--- config.mk ---
export PLATFORM = sky130hd
export DESIGN_NAME = gol_step_ctrl
export DESIGN_NICKNAME = d
export VERILOG_FILES = /design/src/rtl/gol_step_ctrl.sv
export SDC_FILE = /design/constraint.sdc
export NUM_CORES = 1
export LEC_CHECK = 0
export ABC_AREA = 1
export BUFFER_PORTS_ARGS = -buffer_cell sky130_fd_sc_hd__buf_4
export CAP_MARGIN = 40
export CORE_UTILIZATION = 35
export CTS_BUF_LIST = sky130_fd_sc_hd__clkbuf_8 sky130_fd_sc_hd__clkbuf_16
export DETAILED_ROUTE_END_ITERATION = 10
export RECOVER_POWER = 100
export SYNTH_ARGS = -nofsm -noshare
export SYNTH_HDL_FRONTEND = slang
export SYNTH_SLANG_ARGS = --single-unit
export TNS_END_PERCENT = 10
--- constraint.sdc ---
create_clock -name ph2 -period 4.8 [get_ports ph2]
set_clock_uncertainty 0.2 [all_clocks]
set_input_delay 0.48 -clock ph2 [delete_from_list [all_inputs] [get_ports ph2]]
set_output_delay 0.48 -clock ph2 [all_outputs]
set_load 0.01 [all_outputs]
--- src/rtl/gol_step_ctrl.sv ---
// Generation sequencer for an 8x8 Game-of-Life row array, with host write arbitration.
// Define GOL_TORUS_EN for a toroidal grid; otherwise cells beyond the edges read as dead.
module gol_step_ctrl #(
  parameter int GEN_W = 16
) (
  input  logic             ph2,
  input  logic             reset,
  input  logic             start,
  input  logic             host_we,
  input  logic [2:0]       host_addr,
  input  logic [7:0]       host_data,
  output logic             host_ack,
  output logic [7:0]       host_rdata,
  output logic             busy,
  output logic             done,
  output logic [GEN_W-1:0] gen_count,
  output logic [2:0]       ra,
  input  logic [7:0]       rd,
  output logic [2:0]       wa,
  output logic [7:0]       wd,
  output logic             regwrite
);

  typedef enum logic [2:0] {IDLE, HWR, RD_N, RD_C, RD_S, CALC, COMMIT, DONE} state_e;

  state_e           state_q, state_d;
  logic [2:0]       r_q, r_d;
  logic [2:0]       ra_q, ra_d;
  logic [2:0]       wa_q, wa_d;
  logic [7:0]       wd_q, wd_d;
  logic             regwrite_q, regwrite_d;
  logic             busy_q, busy_d;
  logic             done_q, done_d;
  logic             host_ack_q, host_ack_d;
  logic [GEN_W-1:0] gen_q, gen_d;
  logic [7:0]       nrow_q, nrow_d;
  logic [7:0]       crow_q, crow_d;
  logic [7:0]       srow_q, srow_d;
  logic [7:0]       row_buf_q [8];
  logic [7:0]       row_buf_d [8];

  function automatic logic [7:0] life_row(input logic [7:0] up, input logic [7:0] mid,
                                          input logic [7:0] dn);
    logic [7:0] nxt;
    logic [2:0] lft;
    logic [2:0] rgt;
    logic [3:0] cnt;
    nxt = '0;
    for (int i = 0; i < 8; i++) begin
      lft = {up[(i+7)%8], mid[(i+7)%8], dn[(i+7)%8]};
      rgt = {up[(i+1)%8], mid[(i+1)%8], dn[(i+1)%8]};
`ifndef GOL_TORUS_EN
      if (i == 0) lft = '0;
      if (i == 7) rgt = '0;
`endif
      cnt = 4'(up[i]) + 4'(dn[i]) + 4'(lft[0]) + 4'(lft[1]) + 4'(lft[2])
          + 4'(rgt[0]) + 4'(rgt[1]) + 4'(rgt[2]);
      nxt[i] = (cnt == 4'd3) | (mid[i] & (cnt == 4'd2));
    end
    return nxt;
  endfunction

  always_comb begin
    state_d   = state_q;
    r_d       = r_q;
    nrow_d    = nrow_q;
    crow_d    = crow_q;
    srow_d    = srow_q;
    row_buf_d = row_buf_q;
    gen_d     = gen_q;
    case (state_q)
      IDLE: begin
        if (host_we) begin
          state_d = HWR;
        end else if (start) begin
          state_d = RD_N;
          r_d     = 3'd0;
        end
      end
      HWR:  state_d = IDLE;
      RD_N: begin
        nrow_d = rd;
`ifndef GOL_TORUS_EN
        if (r_q == 3'd0) nrow_d = '0;
`endif
        state_d = RD_C;
      end
      RD_C: begin
        crow_d  = rd;
        state_d = RD_S;
      end
      RD_S: begin
        srow_d = rd;
`ifndef GOL_TORUS_EN
        if (r_q == 3'd7) srow_d = '0;
`endif
        state_d = CALC;
      end
      CALC: begin
        row_buf_d[r_q] = life_row(nrow_q, crow_q, srow_q);
        r_d            = r_q + 3'd1;
        state_d        = (r_q == 3'd7) ? COMMIT : RD_N;
      end
      COMMIT: begin
        r_d = r_q + 3'd1;
        if (r_q == 3'd7) state_d = DONE;
      end
      DONE: begin
        gen_d   = gen_q + 1'b1;
        state_d = IDLE;
      end
      default: state_d = IDLE;
    endcase

    // Outputs are registered, so they are set up for the state being entered.
    ra_d       = ra_q;
    wa_d       = wa_q;
    wd_d       = wd_q;
    regwrite_d = 1'b0;
    host_ack_d = 1'b0;
    busy_d     = state_d inside {RD_N, RD_C, RD_S, CALC, COMMIT, DONE};
    done_d     = (state_d == DONE);
    case (state_d)
      IDLE: ra_d = host_addr;
      HWR: begin
        wa_d       = host_addr;
        wd_d       = host_data;
        regwrite_d = 1'b1;
        host_ack_d = 1'b1;
      end
      RD_N: ra_d = r_d - 3'd1;
      RD_C: ra_d = r_d;
      RD_S: ra_d = r_d + 3'd1;
      COMMIT: begin
        wa_d       = r_d;
        wd_d       = row_buf_q[r_d];
        regwrite_d = 1'b1;
      end
      default: ;
    endcase
  end

  always_ff @(posedge ph2) begin
    if (reset) begin
      state_q    <= IDLE;
      r_q        <= '0;
      ra_q       <= '0;
      wa_q       <= '0;
      wd_q       <= '0;
      regwrite_q <= 1'b0;
      busy_q     <= 1'b0;
      done_q     <= 1'b0;
      host_ack_q <= 1'b0;
      gen_q      <= '0;
    end else begin
      state_q    <= state_d;
      r_q        <= r_d;
      ra_q       <= ra_d;
      wa_q       <= wa_d;
      wd_q       <= wd_d;
      regwrite_q <= regwrite_d;
      busy_q     <= busy_d;
      done_q     <= done_d;
      host_ack_q <= host_ack_d;
      gen_q      <= gen_d;
    end
  end

  always_ff @(posedge ph2) begin
    nrow_q    <= nrow_d;
    crow_q    <= crow_d;
    srow_q    <= srow_d;
    row_buf_q <= row_buf_d;
  end

  assign ra         = ra_q;
  assign wa         = wa_q;
  assign wd         = wd_q;
  assign regwrite   = regwrite_q;
  assign busy       = busy_q;
  assign done       = done_q;
  assign host_ack   = host_ack_q;
  assign gen_count  = gen_q;
  assign host_rdata = rd;

endmodule

**Word-level counts from Yosys, hierarchy flattened**

Cells that the tools add are included.

- Word-level logic and storage cells: 163
- Input bits: 23
- Bits in latches: 0
- Memory bits (read-only): 0
- Register bits: 128
- Memory bits (writable): 0
- Memories kept: 0
- Output and inout port bits: 42

- $mul: 0
- Shift-type cells: 0
- Divide/modulo/power cells: 0
- Mux-type cells: 20
- $add $sub $neg: 60
- Magnitude comparators: 3
- Bitwise operators: 18
- Reduce and logical (&&, ||, !) cells: 10
- Equal/unequal tests: 31

Operators with widths:

| cell | number |
|---|---|
| $add 4x1->4 | 32 |
| $bwmux 64 | 1 |
| $eq 4x2->1 const B | 16 |
| $add 3x1->4 | 8 |
| $eq 3x3->1 const B | 9 |
| $add 2x1->3 | 8 |
| $bmux 8 s3 | 1 |
| $demux 8 s3 | 1 |
| $mux 8 | 3 |
| $mux 3 | 7 |
| $pmux 3 s7 | 1 |
| $add 1x1->2 | 8 |
| $add 16x1->16 const B | 1 |
| $pmux 8 s2 | 1 |
| $eq 3x2->1 const B | 4 |
| $pmux 3 s2 | 2 |
| $pmux 3 s4 | 1 |
| $logic_not 3->1 | 3 |
| $and 1x1->1 | 8 |
| $ge 4x4->1 const B | 2 |
| $not 3->4 | 2 |
| $or 1x1->1 | 8 |
| $add 3x1->3 const B | 2 |
| $eq 3x1->1 const B | 2 |
| 8 further kinds | 11 |

**Longest topological paths before layout**

- Word-level depth: 12
- Gate-level depth with buffers: 16
- Gate-level depth less buffers: 14

**Least setup slack after synthesis**

Ideal clock, no wire load.

- Kind: reg-to-reg
- Start: register nrow_q[4]
- End: register row_buf_q[12] (netlist bit) (data pin)
- Stages on the path, launching flop included: 11
- Data required time: 4.328 ns
- Buffers on the path: 0
- Path slack: 1.375 ns
- Data arrival time: 2.953 ns
- Setup time: 0.272 ns
- Clock period less this slack: 3.425 ns
- Path through: edfxtp_1 inv_1 fa_1 fa_1 fa_1 inv_1 ha_1 fa_1 nand2_1 a211oi_1 o221a_2

- Longest elaborated chain between the ends: 11
- Elaborated cells on any way between the ends: 12
- Classes of those cells: 7 x add/sub; 2 x eq/ne; 1 x mux; 2 x bitwise

Ends and longest elaborated chain:

| what | line | RTL |
|---|---|---|
| start: declaration | 36 | `logic [7:0] nrow_q, nrow_d;` |
| start signal: assignment | 170 | `nrow_q <= nrow_d;` |
| $add 1x1->2 * | 56 | `cnt = 4'(up[i]) + 4'(dn[i]) + 4'(lft[0]) + 4'(lft[1]) + 4'(lft[2])` |
| $add 2x1->3 * | 56 |  |
| $add 3x1->4 * | 56 |  |
| $add 4x1->4 * | 56 |  |
| $add 4x1->4 * (3 in a row) | 57 | `+ 4'(rgt[0]) + 4'(rgt[1]) + 4'(rgt[2]);` |
| $eq 4x2->1 | 58 | `nxt[i] = (cnt == 4'd3) \| (mid[i] & (cnt == 4'd2));` |
| $and 1x1->1 | 58 |  |
| $or 1x1->1 * | 58 |  |
| $bwmux 64 * | 100 | `row_buf_d[r_q] = life_row(nrow_q, crow_q, srow_q);` |
| end signal: assignment | 173 | `row_buf_q <= row_buf_d;` |
| end: declaration | 39 | `logic [7:0] row_buf_q [8];` |

Every way passes the cells marked *; elsewhere a longest branch is shown, timed or not.
A chain may end at the register's enable or synchronous reset.

**Worst setup path in the final report**

- Start: register state_q[2]
- End: register wd_q[4], in the netlist wd[4]

- Longest elaborated chain between the ends: 8
- Elaborated cells on any way between the ends: 23
- Classes of those cells: 9 x eq/ne; 9 x mux; 1 x bitwise; 4 x reduce/logical

Ends and longest elaborated chain:

| what | line | RTL |
|---|---|---|
| start: declaration | 26 | `state_e state_q, state_d;` |
| start signal: assignment | 156 | `state_q <= state_d;` |
| $eq 3x3->1 | 71 | `case (state_q)` |
| $reduce_or 2->1 (no line) | - |  |
| $pmux 3 s2 | 71 |  |
| $not 3->4 (not written as such) | 136 | `wd_d = row_buf_q[r_d];` |
| $bmux 8 s3 | 136 |  |
| $mux 8 (not written as such) (2 in a row) | 136 |  |
| $pmux 8 s2 | 123 | `case (state_d)` |
| end signal: assignment | 160 | `wd_q <= wd_d;` |
| end: declaration | 30 | `logic [7:0] wd_q, wd_d;` |

Parallel ways exist; a longest one is shown, timed or not. The select of a mux whose other input is x is not followed.

==> results_dict.tcl <==
set metrics [dict create \
    postPlaceCellArea_mm2 0.00757 \
    synth_largest_area_cell "edfxtp_1" \
    synth_seq_cells 128 \
    wl_met3_um 501 \
    finalCritPeriodShare 0.805 \
    htreeDepth 4 \
    fmax_ghz 0.259 \
    antenna_found_initial 0 \
    final_cell_area_mm2 0.00792 \
    worstReg2RegStart "state_q[2]" \
    hpwl_um 10200 \
    drt.antenna.violating_nets 0 \
    fp-row-count 50 \
    cp.arrival_ns 4.03 \
    setup_slack_ns 0.934 \
    power.leakage_nw 3.37 \
    core-area_mm2 0.0190 \
    dieArea_mm2 0.0203 \
    place.gp.congestion 0.806 \
    syn-cell-area_mm2 0.00690 \
    drt_iter0_drc 264 \
    synth_warnings 0 \
    fin_nets 861 \
    cts_made_buffers 17 \
    grt_overflow 0 \
    cts_buffer_depth 2 \
    post-route-drc-count 0 \
    layout-drive-gt1-share 0.0789 \
    io_pins 65 \
    synth_flop_cell "edfxtp_1" \
    synth-seq-area-share 0.499 \
    vias_per_cell 4.37 \
    start_kind "flip-flop" \
    reg2reg_depth 12 \
    path_cells "nor2_2, nand3_1, nand3_2, nand2_1, inv_1, nand2_1, nand3_1, nand2_1, nand2_1, nand3_1, nand2_1, inv_1" \
    cp-end-kind "flip-flop" \
    cpPeakStageDelay_ns 1.18 \
    crit_path_top_delay_cell "nand2_1" \
    slew_viol_final 0 \
    synth_common_cells "inv_1, nand2_1, edfxtp_1" \
    die_h_um 142 \
    drt_pass1_iterations 4 \
    grt_max_degree 42 \
    critPathKind "reg2reg" \
    synth_area_leaders "edfxtp_1, dfxtp_1, fa_1" \
    crit_buf_inv 2 \
    route.met2.wl_um 6400 \
    syn2layout_area_growth_pct 14.9 \
    cpMostUsedCell "nand2_1" \
    grt_pass1_vias 4618 \
    peakVddDrop_uv 285 \
    holdPathEnd "crow_q[5]" \
    synth_top_area_frac 0.383 \
    wl_met1_um 7070 \
    dp.cells 1026 \
    cts-resized-gates 0 \
    critPathMaxFanout 41 \
    grt_pass1_wl_um 23300 \
    fin_cells 1058 \
    diodes 0 \
    start_util 0.363 \
    reg2reg_slack_ns 0.93 \
    wl_per_cell_um 13.4 \
    synth-edff-count 88 \
    vias 4624 \
    post_cts_buffers 0 \
    cts_tree "built" \
    setup_tns_ns 0 \
    holdPathStages 1 \
    cts_sinks 128 \
    rsz0062_at_grt "no" \
    grt_use_total 0.151 \
    syn_nets 796 \
    clk_pin_slew_ns 0.06 \
    root_buffer "clkbuf_16" \
    power_mw 2.89 \
    tightestPinTransition_ns 1.39 \
    status "finished, final reports clean" \
    postCtsHoldBufs 0 \
    clk_latency_ns 0.43 \
    reg2reg_to "wd[4]" \
    syn_avg_cell_area_um2 9.58 \
    async_flop_share 0 \
    ys_types 37 \
    worstHoldPathType "in2reg" \
    power.density_mw_per_mm2 364 \
    die_width_um 142 \
    crit_required_ns 4.97 \
    drv_cap 0 \
    min-delay-start "rd[5]" \
    hold_viol 0 \
    slew_headroom 0.0726 \
    port_buffers 64 \
    post-route-min-period_ns 3.87 \
    finalSetupViolCount 0 \
    path_delay_family "simple AND/OR/NAND/NOR gates" \
    highest_layer "met4" \
    pre_cts_ws_ns 1.24 \
    synthCells 720 \
    wl_um 14200 \
]
-- how the worst max path moves through the flow --
stage               start  depth (start not counted)       endpoint
6_report       state_q[2]                         12          wd[4]
5_1_grt        state_q[2]                         12          wd[3]
4_1_cts         nrow_q[4]                         10  row_buf_q[28]
3_5_place_dp    nrow_q[4]                         10  row_buf_q[28]
3_3_place_gp    nrow_q[4]                         10  row_buf_q[60]
2_1_floorplan   nrow_q[4]                         10  row_buf_q[12]
-- through the flow --
stage | util | hold WS [ns]
finish | 0.417 | 0.0729
global route | 0.417 | 0.0658
CTS | 0.431 | 0.0423
detailed placement | 0.398 | 0.273
global placement | 0.395 | 0.273
floorplan | - | 0.288
-- power by group --
| group | leakage (nW) | total [mW] | internal [mW] | switching (mW) |
|---|---|---|---|---|
| clock | 0.294 | 1.36 | 0.864 | 0.491 |
| sequential | 1.13 | 1.25 | 1.23 | 0.0173 |
| combinational | 1.94 | 0.285 | 0.102 | 0.183 |
| total | 3.37 | 2.89 | 2.20 | 0.692 |
-- layer usage --
metal,vias up,track usage
met5,-,0
met4,0,0.0549
li1,2436,-
met2,74,0.242
met1,2097,0.198
met3,17,0.0357
-- flip-flops by register name, summed over array words and instances (netlist names), 3 cells and up --
| signal | count |
|---|---|
| row_buf_q | 64 |
| state_q | 3 |
| crow_q | 8 |
| wd | 8 |
| nrow_q | 8 |
| r_q | 3 |
| ra | 3 |
| gen_count | 16 |
| wa | 3 |
| srow_q | 8 |
-- kinds of logic (layout without fill, tap and decap cells) --
logic type                 Yosys count  after routing  share of synthesized area
AOI/OAI and AO/OA                   64             64                     0.0573
xor gates and xnor gates             4              4                    0.00508
adders and majority gates           53             53                      0.128
buffers and inverters              167            245                      0.104
DFF                                128            128                      0.499
and+or+nand+nor                    304            304                      0.206
-- layout make-up --
type / count / area [um2]
clock buffers: 17 / 425
repair buffers: 72 / 327
inverters: 141 / 531
fillers: 1957 / 11100
flip-flops and latches: 128 / 3440
well taps: 260 / 325
multi-input cells: 425 / 2680
clock inverters: 15 / 194
-- layout by cell type (no fill, tap or decap), types with 3 or more instances in the layout --
cell type,Yosys,final
nand2_1,133,138
a211oi_1,6,6
dfxtp_1,40,40
edfxtp_1,88,88
o21ai_0,26,28
ha_1,24,24
inv_2,7,3
inv_1,133,138
nand3_1,48,51
o21ai_1,7,5
nor3_1,5,6
clkinvlp_4,0,4
clkbuf_1,3,57
nand3b_1,18,18
a21oi_1,13,13
xor2_1,3,3
nand2_2,8,4
clkbuf_16,0,17
fa_1,29,29
buf_4,15,14
nor2_1,72,75
o221a_1,0,6
bufinv_16,0,4
No activity file was read; power rests on OpenSTA's default activity.
